<file path="src/rtl/sd_host_pkg.sv">
// Shared types and constants for the SD host CMD-line engine.
package sd_host_pkg;

  localparam logic [1:0] RESP_NONE = 2'b00;
  localparam logic [1:0] RESP_136  = 2'b01;
  localparam logic [1:0] RESP_48   = 2'b10;
  localparam logic [1:0] RESP_48B  = 2'b11;

  typedef enum logic [2:0] {
    StIdle,
    StSend,
    StWaitStart,
    StRecv,
    StDone
  } cmd_state_e;

  // err_status bit positions, matching the 032h register layout
  localparam int unsigned ErrTimeout = 0;
  localparam int unsigned ErrCrc     = 1;
  localparam int unsigned ErrEndBit  = 2;
  localparam int unsigned ErrIndex   = 3;

  localparam logic [6:0] CRC7_POLY = 7'h09;

  function automatic logic [6:0] crc7_step(logic [6:0] crc, logic bit_in);
    logic fb;
    fb = bit_in ^ crc[6];
    return {crc[5:0], 1'b0} ^ (fb ? CRC7_POLY : 7'h00);
  endfunction

endpackage

</file>
<file path="src/rtl/sd_cmd_engine_if.sv">
// Register-block and CMD-pin signals of the SD command engine.
interface sd_cmd_engine_if;

  logic         new_command;
  logic [31:0]  cmd_argument;
  logic [5:0]   cmd_index;
  logic [1:0]   resp_type;
  logic         index_check_en;
  logic         crc_check_en;
  logic         timeout_enable;
  logic         cmd_pin_in;
  logic         cmd_pin_out;
  logic         cmd_oe;
  logic         sd_clk;
  logic         busy;
  logic [127:0] response;
  logic         resp_valid;
  logic         resp_ack;
  logic         cmd_complete;
  logic         cmd_complete_ack;
  logic [3:0]   err_status;

  modport slave (
    input  new_command, cmd_argument, cmd_index, resp_type, index_check_en, crc_check_en,
           timeout_enable, cmd_pin_in, resp_ack, cmd_complete_ack,
    output cmd_pin_out, cmd_oe, sd_clk, busy, response, resp_valid, cmd_complete, err_status
  );

  modport master (
    output new_command, cmd_argument, cmd_index, resp_type, index_check_en, crc_check_en,
           timeout_enable, cmd_pin_in, resp_ack, cmd_complete_ack,
    input  cmd_pin_out, cmd_oe, sd_clk, busy, response, resp_valid, cmd_complete, err_status
  );

endinterface

</file>
<file path="src/rtl/sd_crc7.sv">
// Serial CRC7 (x^7 + x^3 + 1), one data bit per enabled clock.
module sd_crc7
  import sd_host_pkg::*;
(
  input  logic       clk_i,
  input  logic       rst_i,
  input  logic       clr_i,
  input  logic       en_i,
  input  logic       bit_i,
  output logic [6:0] crc_o
);

  logic [6:0] crc_q;

  always_ff @(posedge clk_i) begin
    if (rst_i || clr_i) begin
      crc_q <= 7'h00;
    end else if (en_i) begin
      crc_q <= crc7_step(crc_q, bit_i);
    end
  end

  assign crc_o = crc_q;

endmodule

</file>
<file path="src/rtl/sd_cmd_engine.sv">
// SD CMD-line engine: sends a 48-bit command frame and optionally receives and
// checks a 48/136-bit response, with the SD bus clock derived from clock.
module sd_cmd_engine
  import sd_host_pkg::*;
#(
  parameter int unsigned CLK_DIV      = 4,
  parameter int unsigned TIMEOUT_BITS = 64,
  parameter int unsigned TO_W         = 8
) (
  input  logic             clock,
  input  logic             reset,
  sd_cmd_engine_if.slave   bus
);

  localparam int unsigned HALF  = CLK_DIV / 2;
  localparam int unsigned DIV_W = $clog2(CLK_DIV);

  logic [DIV_W-1:0] div_cnt_q;
  logic             drive_stb, samp_stb;

  always_ff @(posedge clock) begin
    if (reset || (div_cnt_q == DIV_W'(CLK_DIV - 1))) begin
      div_cnt_q <= '0;
    end else begin
      div_cnt_q <= div_cnt_q + 1'b1;
    end
  end

  assign drive_stb = (div_cnt_q == '0);
  assign samp_stb  = (div_cnt_q == DIV_W'(HALF));

  cmd_state_e   state_q, state_d;
  logic [39:0]  tx_sh_q, tx_sh_d;
  logic [5:0]   tx_cnt_q, tx_cnt_d;
  logic [126:0] rx_q, rx_d;
  logic [7:0]   rx_cnt_q, rx_cnt_d;
  logic [TO_W-1:0] to_cnt_q, to_cnt_d;
  logic [5:0]   cmd_index_q, cmd_index_d;
  logic [1:0]   resp_type_q, resp_type_d;
  logic         pin_q, pin_d;
  logic         oe_q, oe_d;
  logic         busy_q, busy_d;
  logic [127:0] response_q, response_d;
  logic         resp_valid_q, resp_valid_d;
  logic         complete_q, complete_d;
  logic [3:0]   err_q, err_d;

  logic         tx_crc_en, rx_crc_en, crc_clr;
  logic [6:0]   tx_crc, rx_crc;
  logic         is48;
  logic [7:0]   rx_last, crc_lo, crc_hi;
  logic [TO_W:0] to_inc;

  sd_crc7 u_tx_crc (
    .clk_i (clock),
    .rst_i (reset),
    .clr_i (crc_clr),
    .en_i  (tx_crc_en),
    .bit_i (tx_sh_q[39]),
    .crc_o (tx_crc)
  );

  sd_crc7 u_rx_crc (
    .clk_i (clock),
    .rst_i (reset),
    .clr_i (crc_clr),
    .en_i  (rx_crc_en),
    .bit_i (bus.cmd_pin_in),
    .crc_o (rx_crc)
  );

  assign is48    = (resp_type_q != RESP_136);
  assign rx_last = is48 ? 8'd47 : 8'd135;
  // CRC window counted in received-bit order, start bit being 0
  assign crc_lo  = is48 ? 8'd0  : 8'd8;
  assign crc_hi  = is48 ? 8'd39 : 8'd127;
  assign to_inc  = {1'b0, to_cnt_q} + 1'b1;

  always_comb begin
    state_d      = state_q;
    tx_sh_d      = tx_sh_q;
    tx_cnt_d     = tx_cnt_q;
    rx_d         = rx_q;
    rx_cnt_d     = rx_cnt_q;
    to_cnt_d     = to_cnt_q;
    cmd_index_d  = cmd_index_q;
    resp_type_d  = resp_type_q;
    pin_d        = pin_q;
    oe_d         = oe_q;
    busy_d       = busy_q;
    response_d   = response_q;
    resp_valid_d = resp_valid_q;
    complete_d   = complete_q;
    err_d        = err_q;
    tx_crc_en    = 1'b0;
    rx_crc_en    = 1'b0;
    crc_clr      = 1'b0;

    // Acks are applied first so that a set later in this process wins.
    if (bus.cmd_complete_ack) complete_d   = 1'b0;
    if (bus.resp_ack)         resp_valid_d = 1'b0;

    unique case (state_q)
      StIdle: begin
        if (bus.new_command) begin
          tx_sh_d      = {1'b0, 1'b1, bus.cmd_index, bus.cmd_argument};
          tx_cnt_d     = '0;
          cmd_index_d  = bus.cmd_index;
          resp_type_d  = bus.resp_type;
          complete_d   = 1'b0;
          resp_valid_d = 1'b0;
          err_d        = '0;
          response_d   = '0;
          busy_d       = 1'b1;
          crc_clr      = 1'b1;
          state_d      = StSend;
        end
      end

      StSend: begin
        if (drive_stb) begin
          if (tx_cnt_q < 6'd48) begin
            oe_d     = 1'b1;
            tx_cnt_d = tx_cnt_q + 1'b1;
            if (tx_cnt_q < 6'd40) begin
              pin_d     = tx_sh_q[39];
              tx_sh_d   = {tx_sh_q[38:0], 1'b0};
              tx_crc_en = 1'b1;
            end else if (tx_cnt_q < 6'd47) begin
              // 40 is a multiple of 8, so the low bits step the CRC from MSB down
              pin_d = tx_crc[3'd6 - tx_cnt_q[2:0]];
            end else begin
              pin_d = 1'b1;
            end
          end else begin
            oe_d  = 1'b0;
            pin_d = 1'b1;
            if (resp_type_q == RESP_NONE) begin
              complete_d = 1'b1;
              state_d    = StDone;
            end else begin
              to_cnt_d = '0;
              state_d  = StWaitStart;
            end
          end
        end
      end

      StWaitStart: begin
        if (samp_stb) begin
          if (!bus.cmd_pin_in) begin
            rx_d      = '0;
            rx_cnt_d  = 8'd1;
            rx_crc_en = is48;
            state_d   = StRecv;
          end else begin
            to_cnt_d = to_inc[TO_W] ? to_cnt_q : to_inc[TO_W-1:0];
            if (bus.timeout_enable && (to_inc >= (TO_W + 1)'(TIMEOUT_BITS))) begin
              err_d[ErrTimeout] = 1'b1;
              complete_d        = 1'b1;
              state_d           = StDone;
            end
          end
        end
      end

      StRecv: begin
        if (samp_stb) begin
          rx_d      = {rx_q[125:0], bus.cmd_pin_in};
          rx_cnt_d  = rx_cnt_q + 1'b1;
          rx_crc_en = (rx_cnt_q >= crc_lo) && (rx_cnt_q <= crc_hi);
          if (rx_cnt_q == rx_last) begin
            // rx_q[k] holds response bit k+1; the end bit is still on the pin
            err_d[ErrCrc]    = bus.crc_check_en && (rx_q[6:0] != rx_crc);
            err_d[ErrEndBit] = !bus.cmd_pin_in;
            err_d[ErrIndex]  = is48 && bus.index_check_en && (rx_q[44:39] != cmd_index_q);
            response_d       = is48 ? {96'h0, rx_q[38:7]} : {8'h00, rx_q[126:7]};
            resp_valid_d     = 1'b1;
            complete_d       = 1'b1;
            state_d          = StDone;
          end
        end
      end

      StDone: begin
        busy_d  = 1'b0;
        state_d = StIdle;
      end

      default: state_d = StIdle;
    endcase
  end

  always_ff @(posedge clock) begin
    if (reset) begin
      state_q      <= StIdle;
      tx_sh_q      <= '0;
      tx_cnt_q     <= '0;
      rx_q         <= '0;
      rx_cnt_q     <= '0;
      to_cnt_q     <= '0;
      cmd_index_q  <= '0;
      resp_type_q  <= RESP_NONE;
      pin_q        <= 1'b1;
      oe_q         <= 1'b0;
      busy_q       <= 1'b0;
      response_q   <= '0;
      resp_valid_q <= 1'b0;
      complete_q   <= 1'b0;
      err_q        <= '0;
    end else begin
      state_q      <= state_d;
      tx_sh_q      <= tx_sh_d;
      tx_cnt_q     <= tx_cnt_d;
      rx_q         <= rx_d;
      rx_cnt_q     <= rx_cnt_d;
      to_cnt_q     <= to_cnt_d;
      cmd_index_q  <= cmd_index_d;
      resp_type_q  <= resp_type_d;
      pin_q        <= pin_d;
      oe_q         <= oe_d;
      busy_q       <= busy_d;
      response_q   <= response_d;
      resp_valid_q <= resp_valid_d;
      complete_q   <= complete_d;
      err_q        <= err_d;
    end
  end

  assign bus.sd_clk       = (div_cnt_q >= DIV_W'(HALF));
  assign bus.cmd_pin_out  = pin_q;
  assign bus.cmd_oe       = oe_q;
  assign bus.busy         = busy_q;
  assign bus.response     = response_q;
  assign bus.resp_valid   = resp_valid_q;
  assign bus.cmd_complete = complete_q;
  assign bus.err_status   = err_q;

endmodule

</file>
<file path="src/flat_wrapper.sv">
// flat-port wrapper written by rule: the top's interface ports become plain ports
module sd_cmd_engine_flat import sd_host_pkg::*;
#(
  parameter int unsigned CLK_DIV      = 4,
  parameter int unsigned TIMEOUT_BITS = 64,
  parameter int unsigned TO_W         = 8
)
  (clock, reset, bus_new_command, bus_cmd_argument, bus_cmd_index, bus_resp_type, bus_index_check_en, bus_crc_check_en, bus_timeout_enable, bus_cmd_pin_in, bus_resp_ack, bus_cmd_complete_ack, bus_cmd_pin_out, bus_cmd_oe, bus_sd_clk, bus_busy, bus_response, bus_resp_valid, bus_cmd_complete, bus_err_status);
  sd_cmd_engine_if bus_i ();
  input  logic clock;
  input  logic reset;
  input wire logic [$bits(bus_i.new_command)-1:0] bus_new_command;
  input wire logic [$bits(bus_i.cmd_argument)-1:0] bus_cmd_argument;
  input wire logic [$bits(bus_i.cmd_index)-1:0] bus_cmd_index;
  input wire logic [$bits(bus_i.resp_type)-1:0] bus_resp_type;
  input wire logic [$bits(bus_i.index_check_en)-1:0] bus_index_check_en;
  input wire logic [$bits(bus_i.crc_check_en)-1:0] bus_crc_check_en;
  input wire logic [$bits(bus_i.timeout_enable)-1:0] bus_timeout_enable;
  input wire logic [$bits(bus_i.cmd_pin_in)-1:0] bus_cmd_pin_in;
  input wire logic [$bits(bus_i.resp_ack)-1:0] bus_resp_ack;
  input wire logic [$bits(bus_i.cmd_complete_ack)-1:0] bus_cmd_complete_ack;
  output wire logic [$bits(bus_i.cmd_pin_out)-1:0] bus_cmd_pin_out;
  output wire logic [$bits(bus_i.cmd_oe)-1:0] bus_cmd_oe;
  output wire logic [$bits(bus_i.sd_clk)-1:0] bus_sd_clk;
  output wire logic [$bits(bus_i.busy)-1:0] bus_busy;
  output wire logic [$bits(bus_i.response)-1:0] bus_response;
  output wire logic [$bits(bus_i.resp_valid)-1:0] bus_resp_valid;
  output wire logic [$bits(bus_i.cmd_complete)-1:0] bus_cmd_complete;
  output wire logic [$bits(bus_i.err_status)-1:0] bus_err_status;
  assign bus_i.new_command = bus_new_command;
  assign bus_i.cmd_argument = bus_cmd_argument;
  assign bus_i.cmd_index = bus_cmd_index;
  assign bus_i.resp_type = bus_resp_type;
  assign bus_i.index_check_en = bus_index_check_en;
  assign bus_i.crc_check_en = bus_crc_check_en;
  assign bus_i.timeout_enable = bus_timeout_enable;
  assign bus_i.cmd_pin_in = bus_cmd_pin_in;
  assign bus_i.resp_ack = bus_resp_ack;
  assign bus_i.cmd_complete_ack = bus_cmd_complete_ack;
  assign bus_cmd_pin_out = bus_i.cmd_pin_out;
  assign bus_cmd_oe = bus_i.cmd_oe;
  assign bus_sd_clk = bus_i.sd_clk;
  assign bus_busy = bus_i.busy;
  assign bus_response = bus_i.response;
  assign bus_resp_valid = bus_i.resp_valid;
  assign bus_cmd_complete = bus_i.cmd_complete;
  assign bus_err_status = bus_i.err_status;
  sd_cmd_engine #(.CLK_DIV(CLK_DIV), .TIMEOUT_BITS(TIMEOUT_BITS), .TO_W(TO_W)) u_core (.clock(clock), .reset(reset), .bus(bus_i));
endmodule
</file>
<file path="config.mk">
export PLATFORM = sky130hd
export DESIGN_NAME = sd_cmd_engine_flat
export DESIGN_NICKNAME = d
export VERILOG_FILES = /design/src/rtl/sd_host_pkg.sv /design/src/rtl/sd_cmd_engine_if.sv /design/src/rtl/sd_crc7.sv /design/src/rtl/sd_cmd_engine.sv /design/src/flat_wrapper.sv
export SDC_FILE = /design/constraint.sdc
export NUM_CORES = 1
export LEC_CHECK = 0
export BUFFER_PORTS_ARGS = -buffer_cell sky130_fd_sc_hd__buf_4
export CAP_MARGIN = 20
export CELL_PAD_IN_SITES_DETAIL_PLACEMENT = 0
export CELL_PAD_IN_SITES_GLOBAL_PLACEMENT = 1
export CORE_MARGIN = 3
export CORE_UTILIZATION = 44
export DETAILED_ROUTE_END_ITERATION = 10
export PLACE_DENSITY_LB_ADDON = 0.2
export SLEW_MARGIN = 20
export SYNTH_ARGS = -nofsm -noshare
export SYNTH_HDL_FRONTEND = slang
export SYNTH_SLANG_ARGS = --single-unit
</file>
<file path="constraint.sdc">
create_clock -name clock -period 3.2 [get_ports clock]
set_input_delay 0.48 -clock clock [delete_from_list [all_inputs] [get_ports clock]]
set_output_delay 0.48 -clock clock [all_outputs]
set_load 0.02 [all_outputs]
</file>
Yosys cells after proc, flatten, opt, wreduce, memory -nomap -nowiden
Cells that the tools add are included.
- word-level logic and storage cells: 173
- register bits: 353
- input port bits: 49
- bitwise operators: 4
- order comparisons: 8
- reduce and logical (&&, ||, !) cells: 27
- eq/ne operators: 24
- multiplexer cells: 86
- $add $sub $neg: 5
- operators with widths (cell ; number):
    two-way mux 128 bit ; 3
    two-way mux 127 bit ; 3
    case mux 128 bit (2 select lines) ; 1
    case mux 127 bit (2 select lines) ; 1
    two-way mux 40 bit ; 4
    two-way mux 120 bit ; 1
    two-way mux 8 bit ; 10
    case mux 40 bit (2 select lines) ; 1
    two-way mux 3 bit ; 11
    two-way mux 1 bit ; 32
    case mux 8 bit (2 select lines) ; 2
    < comparator 6 bit, second input constant ; 3
    two-way mux 6 bit ; 3
    two-way mux 4 bit ; 4
    inequality test 2 x 1 -> 1 bit, second input constant ; 8
    AND reduction 7 bit ; 2
    XOR 7 x 4 -> 7 bit ; 2
    inequality test 2 bit, second input constant ; 6
    case mux 3 bit (4 select lines) ; 1
    case mux 6 bit (2 select lines) ; 1
    AND reduction 4 bit ; 3
    nonzero test 2 bit ; 6
    AND reduction 5 bit ; 2
    adder 8 x 1 -> 9 bit, second input constant ; 1
    other kinds (29) ; 43

Longest topological paths before layout
Gate-level depths: netlist of run 1.
- depth in word-level cells: 7
- depth in mapped cells: 10
- mapped depth without buffers: 8

By module
Synthesis of run 1 repeated with hierarchy kept, for this count alone.
- cells, all modules: 1576
- area, all modules: 13892.1 um^2
- modules (own cells, without submodules) (module ; area each (um^2) ; seq. area each (um^2) ; cells each ; times used):
    sd_cmd_engine ; 13339.0 ; 6626.4 ; 1520 ; 1
    sd_crc7 ; 276.5 ; 140.1 ; 28 ; 2

Worst setup path after synthesis of run 1
OpenSTA, ideal clock, no wires.
- path kind: register to register
- from: register u_core.resp_type_q[1]
- to: register u_core.response_q[10] (netlist: u_core.bus.response[10])
- slack: 0.891 ns
- library setup time: 0.117 ns
- required time: 3.083 ns
- cell stages (with the launch flop): 11
- data arrival time: 2.192 ns
- buffers on the path: 2
- cells stage by stage: dfxtp_1 -> nand2b_2 -> inv_2 -> ha_1 -> nand2b_1 -> nor4_2 -> a41oi_2 -> o21ba_1 -> buf_2 -> buf_2 -> a22o_1
- cells in the longest elaborated chain, start to end: 5
- RTL lines (element ; RTL line ; source):
    start: declaration ; sd_cmd_engine.sv:39 ; logic [1:0] resp_type_q, resp_type_d;
    start signal: assignment ; sd_cmd_engine.sv:219 ; resp_type_q <= resp_type_d;
    inequality test 2 x 1 -> 1 bit ; sd_cmd_engine.sv:72 ; assign is48 = (resp_type_q != RESP_136);
    two-way mux 8 bit ; sd_cmd_engine.sv:73 ; assign rx_last = is48 ? 8'd47 : 8'd135;
    equality test 8 bit ; sd_cmd_engine.sv:172 ; if (rx_cnt_q == rx_last) begin
    inequality test 2 x 1 -> 1 bit (no source line) ; n/a ;
    AND reduction 4 bit (no source line) ; n/a ;
    end signal: assignment ; sd_cmd_engine.sv:223 ; response_q <= response_d;
    end: declaration ; sd_cmd_engine.sv:43 ; logic [127:0] response_q, response_d;
Every way passes these cells.
A chain may end at the register's enable or synchronous reset.

Worst setup path in the final report of run 1
- from: register u_core.resp_type_q[1]
- to: register u_core.response_q[76] (netlist: u_core.bus.response[76])
- cells in the longest elaborated chain, start to end: 5
- elaborated cells on any way between the ends: 9
- classes of those cells: eq/ne (3); mux (5); reduce/logical (1)
- RTL lines (element ; RTL line):
    inequality test 2 x 1 -> 1 bit (*) ; sd_cmd_engine.sv:72
    two-way mux 8 bit / two-way mux 120 bit (equally long branches) ; sd_cmd_engine.sv:73, sd_cmd_engine.sv:177
    equality test 8 bit / two-way mux 128 bit (equally long branches) ; sd_cmd_engine.sv:172
    inequality test 2 x 1 -> 1 bit (no source line) / two-way mux 128 bit (equally long branches) ; n/a
    AND reduction 4 bit (no source line) / case mux 128 bit (2 select lines) (equally long branches) ; n/a
Mark *: on every way between the ends. The rest lies on a longest branch, timed or not. The select of a mux whose other input is x is not followed.

==> results of run 1 <==
-- final timing paths --
| check | from | end | slack [ns] |
|---|---|---|---|
| max reg2reg | u_core.resp_type_q[1] | u_core.bus.response[76] | 0.37 |
| min reg2reg | u_core.div_cnt_q[0] | u_core.div_cnt_q[0] | 0.45 |
| min | bus_resp_type[0] | u_core.resp_type_q[0] | 0.23 |
| max | u_core.resp_type_q[1] | u_core.bus.response[76] | 0.37 |
-- metal layers --
layer / up-vias / wire length, µm / track usage (%)
met2: 209 / 13090 / 27.18
met3: 47 / 1883 / 4.627
met4: 0 / 684 / 5.058
met5: - / 0 / 0
li1: 5093 / - / -
met1: 4784 / 14690 / 25.48
-- cells by family (layout without fill, tap and decap cells) --
| logic type | after synthesis | count (layout) | synth area share (%) |
|---|---|---|---|
| AOI/OAI and AO/OA | 272 | 272 | 16.03 |
| xor gates and xnor gates | 25 | 25 | 1.616 |
| adders and majority gates | 12 | 12 | 1.108 |
| buffers and inverters | 128 | 284 | 4.931 |
| DFF | 345 | 345 | 50.97 |
| muxes | 105 | 105 | 7.849 |
| other | 1 | 8 | 0.02768 |
| and+or+nand+nor | 487 | 487 | 17.46 |
-- worst min-delay path: stages --
cell and delay, ns:
buf_4 0.11, nand2_1 0.05, a21oi_1 0.05
-- report_power, final --
| group | internal (mW) | switching, mW |
|---|---|---|
| clock | 2.76 | 1.70 |
| combinational | 0.724 | 1.04 |
| sequential | 4.56 | 0.187 |
| total | 8.04 | 2.93 |
-- sequential cells by signal, indices dropped and copies added, names as in the netlist --
signal and flops:
u_core.bus.cmd_oe 1, u_core.bus.cmd_pin_out 1, u_core.bus.resp_valid 1, u_core.tx_cnt_q 6, u_core.state_q 3, u_core.u_rx_crc.crc_o 7, u_core.bus.cmd_complete 1, u_core.resp_type_q 2
u_core.bus.err_status 4, u_core.to_cnt_q 8, u_core.rx_cnt_q 8, u_core.u_tx_crc.crc_o 7, u_core.bus.response 120, u_core.cmd_index_q 6, u_core.rx_q 127, u_core.tx_sh_q 40
u_core.bus.busy 1, u_core.div_cnt_q 2
-- area by class of cell --
cell class                 count  area [µm²]
fill                        2739       13620
multi-input combinational    909        6026
sequential                   345        6907
inverter                      14       52.55
clock inverter                 8       80.08
timing repair buffer         201        1613
clock buffer                  61        1250
tap                          390       488.0
-- cell usage after synthesis, types with 3 or more instances --
cell	instances	share of area (%)
buf_6	12	1.0
nor2b_1	4	0.18
a22o_1	145	9.4
a31oi_1	3	0.14
nand4_1	4	0.18
nor3b_1	5	0.28
buf_2	45	1.7
or3_1	6	0.28
nor3_2	3	0.22
a21oi_1	45	1.7
nor2_1	78	2.2
clkbuf_1	44	1.2
nand3_1	29	1.1
and3_1	3	0.14
nand2b_1	93	4.3
nor3_1	8	0.30
nor4_1	4	0.18
inv_1	13	0.36
xnor2_1	16	1.0
o31ai_1	4	0.22
dfxtp_1	345	51
mux2i_1	104	7.7
or2_2	3	0.14
ha_1	12	1.1
a311oi_1	37	2.4
xor2_1	9	0.58
or4_1	3	0.17
o21ai_0	12	0.44
nand2_1	223	6.2
buf_4	11	0.61
-- stage by stage --
stage	util (%)	cell area (µm²)	power (mW)	cells
after global placement	50.22	15080	6.599	1859
after detailed placement	50.22	15080	6.623	1859
after floorplan	-	13580	6.192	1382
final	54.66	16420	10.97	1928
after global routing	54.66	16420	11.51	1928
after CTS	54.65	16410	11.10	1928
-- cells in the final DEF (no fill, tap or decap), types with 3 or more instances in the layout --
master and n:
a311oi_1 37, nor2b_1 4, or4_1 3, nor3_1 8
clkbuf_8 17, inv_1 13, clkbuf_16 40, nand4_1 4
nand3_1 29, nand2_1 223, clkbuf_1 4, nor3_4 3
ha_1 12, conb_1 8, a22o_1 145, and3_1 3
nor2_1 77, a31oi_1 3, xor2_1 9, mux2i_1 104
a21oi_1 45, nor3b_1 4, nand2b_1 93, buf_12 8
xnor2_1 16, clkinv_2 5, o21ai_0 12, or2_2 3
dfxtp_1 345, or3_1 6, o31ai_1 4, buf_4 192
nor3b_2 3, nor4_1 4
==> out/summary.txt, run 1 <==
Root Driver - clkbuf_16
Die area - 32940 µm²
Final Hold Fails - 0
CP Capture Type - flip-flop
Relative slew margins - 39.03%
Static leakage - 6.465 nW
Startpoint class of the critical path - flip-flop
Final-stage net count - 1571
Via count - 10130
Worst Clk Skew - 0.01071 ns
Initial Util - 45.12%
Dpl hpwl - 19.35 mm
CP Buf/Inv Count - 2
Chip width - 181.5 µm
First-pass DRT Iterations - 5
Fin Setup TNS - 0 ns
Setup-failing EPs final - 0
DRC Markers - 0
Slowest CP cell - nor2_4
Mapped cell area - 13550 µm²
Worst min path class - in -> reg
Clk_lat worst skew - 0.51 ns
Setup ws final - 0.3720 ns
CTS tree - yes
Largest net degree at the start of global routing - 113
Final Max Tran Viols - 0
Gpl congestion - 0.8399
Worst-case hold slack - 0.2283 ns
Bufs on Longest Clock Path - 3
Seq/Total Area, Yosys - 50.97%
Cell Pwr Density - 668.2 nW/µm²
Post-synthesis cell type count - 70
IO Count - 187
CP required - 3.64 ns
Reg clk slew, reported paths - 0.06 ns
CORE AREA - 30030 µm²
Peak supply drop - 0.4085 mV
Ant diodes - 0
Vias/cell - 5.256
Max Freq - 353.6 MHz
First-pass GRT wire length - 50.57 mm
DR iter-0 viols - 531
Crit Path Class - reg -> reg
Post-CTS setup buffer count - 0
Crit. path cell count - 9
Initial antenna violation count - 0
FF-to-FF path depth - 9
Post-CTS resize count - 0
Clk sinks - 345
Synthesis Warnings - 0
Layout area overhead - 21.16%
Global route overflow - 0
GRT Util Overall - 17.96%
Min cycle time layout - 2.828 ns
RSZ-0062 raised after global routing - no
CP Cell Sequence - nand2b_2, inv_2, ha_1, nand2b_1, nor4_2, a41oi_2, nor2_4, buf_12, mux2i_1
Pre-CTS setup slack - 0.3195 ns
Slew @ Worst Pin - 0.9146 ns
Port Buffers - 178
Final period util - 88.38%
Post-synth ARST share - 0%
CTS Buf Count - 39
WL/cell - 15.74 µm
Wirelength, routed - 30.35 mm
Crit-path max cell delay - 0.48 ns
WP data arrival - 3.27 ns
Crit path max-delay family - simple AND/OR/NAND/NOR gates
Hold path depth - 3
Synthesized instance count - 1375
Post-synth EDFFs - 0
Htree depth - 2
FF+latch count, synth - 345
Antenna-violating nets left - 0
FP Rows - 63
Result of the run - finished clean
# Max-Cap Violations - 0
Post-synth top flop - dfxtp_1
CP Max Fanout - 26
Layout cells sized above 1 - 18.99%
Hold_buf cts - 0
Avg Inst Size Synth - 9.854 µm²
Vias in the first global route - 9776
Die height - 181.5 µm
(Power assumes the default switching activity.)
==> run 2, diff against run 1 <==
Settings changed: CORE_UTILIZATION 44 to 25.
Clock period 3.2 ns to 2.7 ns, I/O delays scaled along.
==> out/summary.txt, run 2 (synthesis gave the netlist of run 1 again) <==
# Max-Cap Violations - 0 (unchanged)
Relative slew margins - 58.31% (was 39.03%)
Final Max Tran Viols - 0 (unchanged)
CTS tree - yes (unchanged)
Dpl hpwl - 23.35 mm (was 19.35 mm)
FF-to-FF Start - u_core.resp_type_q[1] (unchanged)
Cell Pwr Density - 793.9 nW/µm² (was 668.2 nW/µm²)
Total Power - 13.56 mW (was 10.97 mW)
Hold_buf cts - 0 (unchanged)
WL/cell - 16.12 µm (was 15.74 µm)
Cell area after layout - 17080 µm² (was 16420 µm²)
Die area - 57030 µm² (was 32940 µm²)
Die height - 238.8 µm (was 181.5 µm)
First-pass GRT wire length - 57.83 mm (was 50.57 mm)
R2R setup slack - 0.19 ns (was 0.37 ns)
Slowest CP cell - dfxtp_1 (was nor2_4)
Bufs on Longest Clock Path - 3 (unchanged)
Clock share of power - 42.2% (was 40.6%)
Final-stage net count - 1592 (was 1571)
GRT Util Overall - 12.58% (was 17.96%)
Final period util - 92.97% (was 88.38%)
CORE AREA - 53080 µm² (was 30030 µm²)
Htree depth - 2 (unchanged)
Hold path depth - 2 (was 3)
Result of the run - finished clean (unchanged)
Worst Clk Skew - 0.02437 ns (was 0.01071 ns)
Crit path from - u_core.resp_type_q[1] (unchanged)
CP Max Fanout - 34 (was 26)
Initial antenna violation count - 1 (was 0)
Reg2Reg Capture Point - u_core.bus.response[24] (was u_core.bus.response[76])
Via count - 10280 (was 10130)
Switching part of the total - 28.09% (was 26.67%)
Area after DPL - 15630 µm² (was 15080 µm²)
Max Freq - 398.4 MHz (was 353.6 MHz)
Post-CTS resize count - 0 (unchanged)
Max FFs per register - 127 (unchanged)
CP endpoint - u_core.bus.response[24] (was u_core.bus.response[76])
Vias in the first global route - 10050 (was 9776)
Clk sinks - 345 (unchanged)
FF-to-FF path depth - 9 (unchanged)
Fin Setup TNS - 0 ns (unchanged)
Wirelength, routed - 36.24 mm (was 30.35 mm)
Static leakage - 6.604 nW (was 6.465 nW)
Reg clk slew, reported paths - 0.06 ns (about the same)
Global route overflow - 0 (unchanged)
Setup-failing EPs final - 0 (unchanged)
Ant diodes - 0 (unchanged)
Crit-path max cell delay - 0.36 ns (was 0.48 ns)
Startpoint class of the critical path - flip-flop (unchanged)
Layout cells sized above 1 - 20.00% (was 18.99%)
CP required - 3.14 ns (was 3.64 ns)
Commonest non-fill, non-tap cell in the layout - dfxtp_1 (unchanged)
Root Driver - clkbuf_16 (unchanged)
IO Count - 187 (unchanged)
Switching pwr - 3.810 mW (was 2.925 mW)
Slew @ Worst Pin - 0.6254 ns (was 0.9146 ns)
Internal Power - 9.751 mW (was 8.044 mW)
Min cycle time layout - 2.510 ns (was 2.828 ns)
DR iter-0 viols - 517 (was 531)
Largest reg by FF count - u_core.rx_q (unchanged)
Port Buffers - 178 (unchanged)
Combinational cell fraction of total power - 16.7% (was 16.1%)
Clk_lat worst skew - 0.57 ns (was 0.51 ns)
Chip width - 238.8 µm (was 181.5 µm)
WP data arrival - 2.95 ns (was 3.27 ns)
CP Cell Sequence - nand2b_2, inv_2, ha_1, nand2b_1, nor4_2, a41oi_2, o21ba_1, buf_4, a22o_1 (was nand2b_2, inv_2, ha_1, nand2b_1, nor4_2, a41oi_2, nor2_4, buf_12, mux2i_1)
Vias/cell - 4.572 (was 5.256)
Post-CTS setup buffer count - 0 (unchanged)
Layout area overhead - 26.06% (was 21.16%)
Most frequent cells in the layout - dfxtp_1, nand2_1, buf_4 (unchanged)
Peak supply drop - 0.4350 mV (was 0.4085 mV)
RSZ-0062 raised after global routing - no (unchanged)
Largest net degree at the start of global routing - 89 (was 113)
CTS Buf Count - 42 (was 39)
FP Rows - 84 (was 63)
DRC Markers - 0 (unchanged)
CP Capture Type - flip-flop (unchanged)
Worst min path class - in -> reg (unchanged)
Initial Util - 25.53% (was 45.12%)
Gpl congestion - 0.7413 (was 0.8399)
Final Hold Fails - 0 (unchanged)
Flop pwr share - 41.1% (was 43.3%)
Crit Path Class - reg -> reg (unchanged)
Fill count - 5446 (was 2739)
First-pass DRT Iterations - 4 (was 5)
Antenna-violating nets left - 0 (unchanged)
## run 2: per-layer routing
layer,global-route usage [%],wire length [µm],vias to the layer above
met2,19.02,15600,186
met4,4.141,987,2
li1,-,-,5147
met3,3.207,1852,57
met1,17.48,17780,4886
met5,0,20,-
## run 2: critical path, delay by kind of cell (launching register included)
family	cells	cell delay, ns
fa+ha+maj	1	0.31
buf+inv	2	0.29
compound gates	3	0.71
simple gates	3	0.67
flops	1	0.36
## run 2: worst min path at each step
stage	startpoint	end
5_1_grt	bus_crc_check_en	u_core.bus.err_status[1]
6_report	bus_crc_check_en	u_core.bus.err_status[1]
3_5_place_dp	u_core.div_cnt_q[0]	u_core.div_cnt_q[0]
3_3_place_gp	u_core.div_cnt_q[0]	u_core.div_cnt_q[0]
2_1_floorplan	u_core.div_cnt_q[0]	u_core.div_cnt_q[0]
4_1_cts	bus_cmd_index[1]	u_core.cmd_index_q[1]
## run 2: final cells by class
class / count / area, µm² / area share, %
clock buffer: 58 / 1211 / 7.091
tap: 688 / 860.8 / 5.040
clock inverter: 15 / 203.9 / 1.194
timing repair buffer: 219 / 1819 / 10.65
inverter: 14 / 52.55 / 0.3077
multi-input combinational: 909 / 6026 / 35.28
sequential: 345 / 6907 / 40.44
## run 2: metrics by stage
step                std cells  utilization (%)  hold WS [ns]  worst slack (ns)
floorplan                1382                -        0.4291            0.3912
global placement         2173            29.44        0.4357            0.1839
detailed placement       2173            29.44        0.4591            0.1322
CTS                      2246            32.11       0.07201            0.1227
global route             2248            32.18       0.08037           0.03908
finish                   2248            32.18        0.1059            0.1898
## run 2: power by group through the flow
| stage | logic, mW | clock network (mW) | registers (mW) |
|---|---|---|---|
| finish | 2.26 | 5.72 | 5.58 |
| global placement | 2.27 | 0 | 5.68 |
| detailed placement | 2.27 | 0 | 5.69 |
| global route | 2.52 | 6.17 | 5.61 |
| floorplan | 1.68 | 0 | 5.66 |
| CTS | 2.27 | 5.96 | 5.58 |
==> run 3, diff against run 2 <==
Settings changed: CELL_PAD_IN_SITES_DETAIL_PLACEMENT 0 to default, CELL_PAD_IN_SITES_GLOBAL_PLACEMENT 1 to default.
==> out/summary.txt, run 3 (synthesis gave the netlist of run 1 again) <==
Htree depth - 2 (unchanged)
Fill count - 5478 (was 5446)
Layout cells sized above 1 - 19.37% (was 20.00%)
Die area - 57030 µm² (unchanged)
WL/cell - 15.76 µm (was 16.12 µm)
Commonest non-fill, non-tap cell in the layout - dfxtp_1 (unchanged)
Antenna-violating nets left - 0 (unchanged)
Vias in the first global route - 10040 (was 10050)
Flop pwr share - 41.7% (was 41.1%)
IO Count - 187 (unchanged)
Max Freq - 399.2 MHz (was 398.4 MHz)
Worst hold path startpoint - bus_crc_check_en (unchanged)
Fin Setup TNS - 0 ns (unchanged)
Ant diodes - 0 (unchanged)
Startpoint class of the critical path - flip-flop (unchanged)
Bufs on Longest Clock Path - 3 (unchanged)
Final period util - 92.78% (was 92.97%)
Reg2Reg Capture Point - u_core.bus.response[79] (was u_core.bus.response[24])
Reg clk slew, reported paths - 0.05 ns (was 0.06 ns)
DR iter-0 viols - 471 (was 517)
First-pass DRT Iterations - 4 (unchanged)
FP Rows - 84 (unchanged)
CTS Buf Count - 42 (unchanged)
Via count - 10340 (was 10280)
Max FFs per register - 127 (unchanged)
Final Core Density - 31.96% (was 32.18%)
Global route overflow - 0 (unchanged)
Clock share of power - 42.0% (was 42.2%)
Final Max Tran Viols - 0 (unchanged)
CTS tree - yes (unchanged)
CP Capture Type - flip-flop (unchanged)
Setup-failing EPs final - 0 (unchanged)
CP Max Fanout - 29 (was 34)
R2R setup slack - 0.20 ns (was 0.19 ns)
Die height - 238.8 µm (unchanged)
Worst min path class - in -> reg (unchanged)
Internal Power - 9.735 mW (was 9.751 mW)
Min cycle time layout - 2.505 ns (was 2.510 ns)
Worst Clk Skew - 0.01088 ns (was 0.02437 ns)
GRT Util Overall - 12.15% (was 12.58%)
Slew @ Worst Pin - 0.7664 ns (was 0.6254 ns)
Most frequent cells in the layout - dfxtp_1, nand2_1, buf_4 (unchanged)
Layout Cells excl Fill - 2242 (was 2248)
Cell Pwr Density - 792.7 nW/µm² (was 793.9 nW/µm²)
Crit Path Class - reg -> reg (unchanged)
Root Driver - clkbuf_16 (unchanged)
Placed cell count - 2166 (was 2173)
RSZ-0062 raised after global routing - no (unchanged)
Dpl hpwl - 22.89 mm (was 23.35 mm)
Static leakage - 6.531 nW (was 6.604 nW)
Initial Util - 25.53% (unchanged)
Clk_lat worst skew - 0.55 ns (was 0.57 ns)
Layout area overhead - 25.19% (was 26.06%)
Initial antenna violation count - 1 (unchanged)
FF-to-FF Start - u_core.resp_type_q[1] (unchanged)
Total Power - 13.45 mW (was 13.56 mW)
Result of the run - finished clean (unchanged)
WP data arrival - 2.98 ns (was 2.95 ns)
Crit path from - u_core.resp_type_q[1] (unchanged)
Clk sinks - 345 (unchanged)
Port Buffers - 178 (unchanged)
Hold path depth - 2 (unchanged)
DRC Markers - 0 (unchanged)
Vias/cell - 4.612 (was 4.572)
FF-to-FF path depth - 10 (was 9)
Wirelength, routed - 35.32 mm (was 36.24 mm)
Chip width - 238.8 µm (unchanged)
CP required - 3.18 ns (was 3.14 ns)
Cell area after layout - 16960 µm² (was 17080 µm²)
Largest net degree at the start of global routing - 113 (was 89)
Final-stage net count - 1584 (was 1592)
CORE AREA - 53080 µm² (unchanged)
Largest reg by FF count - u_core.rx_q (unchanged)
Peak supply drop - 0.4747 mV (was 0.4350 mV)
Gpl congestion - 0.7721 (was 0.7413)
Relative slew margins - 48.90% (was 58.31%)
Combinational cell fraction of total power - 16.3% (was 16.7%)
First-pass GRT wire length - 56.18 mm (was 57.83 mm)
Switching pwr - 3.711 mW (was 3.810 mW)
WHS Endpoint - u_core.bus.err_status[1] (unchanged)
# Max-Cap Violations - 0 (unchanged)
Final Hold Fails - 0 (unchanged)
Area after DPL - 15550 µm² (was 15630 µm²)
Switching part of the total - 27.60% (was 28.09%)
[run 3: worst max path at each step]
stage / to / slack [ns]
2_1_floorplan: u_core.bus.response[10] / 0.39
3_3_place_gp: u_core.bus.response[74] / 0.19
4_1_cts: u_core.bus.response[79] / 0.06
3_5_place_dp: u_core.bus.response[77] / 0.09
6_report: u_core.bus.response[79] / 0.20
5_1_grt: u_core.bus.response[87] / 0.03
[run 3: cell type report]
class / count / area (µm²) / share of cell area (%)
repair buffers: 211 / 1722 / 10.15
well taps: 688 / 860.8 / 5.075
clock buffers: 63 / 1230 / 7.251
flip-flops and latches: 345 / 6907 / 40.72
multi-input cells: 909 / 6026 / 35.52
clock inverters: 12 / 165.2 / 0.9737
inverters: 14 / 52.55 / 0.3098
[run 3: critical path, stage by stage (launching register included)]
cell	delay, ns
dfxtp_1	0.35
nand2b_2	0.15
inv_2	0.04
ha_1	0.31
nand2b_1	0.17
nor4_2	0.37
a41oi_2	0.25
nor2_4	0.17
buf_12	0.15
buf_12	0.23
mux2i_1	0.22
[run 3: power by group through the flow]
stage / combinational (mW) / clock [mW] / sequential (mW)
6_report: 2.19 / 5.65 / 5.61
5_1_grt: 2.44 / 6.08 / 5.65
3_3_place_gp: 2.18 / 0 / 5.71
3_5_place_dp: 2.20 / 0 / 5.71
4_1_cts: 2.21 / 5.89 / 5.61
2_1_floorplan: 1.68 / 0 / 5.66
[run 3: routing by layer]
metal  wire length, µm  global-route usage (%)  vias up
met1             16640                   16.46     4928
met2             15320                   18.21      216
met3              2531                   3.969       61
met5                13                       0        -
met4               819                   4.068        2
li1                  -                       -     5134
[run 3: stage by stage]
stage | hold WS (ns) | setup WS [ns]
after floorplan | 0.4291 | 0.3912
after global placement | 0.4381 | 0.1919
after detailed placement | 0.4481 | 0.09331
after CTS | 0.04938 | 0.06310
after global routing | 0.07699 | 0.03175
final | 0.09095 | 0.1951
[run 3: what timing repair did]
action                                  in CTS  in global routing
gates resized for setup                      0                  0
hold buffers                                 0                  0
buffers inserted                             0                  1
endpoints found under the setup margin       0                 55
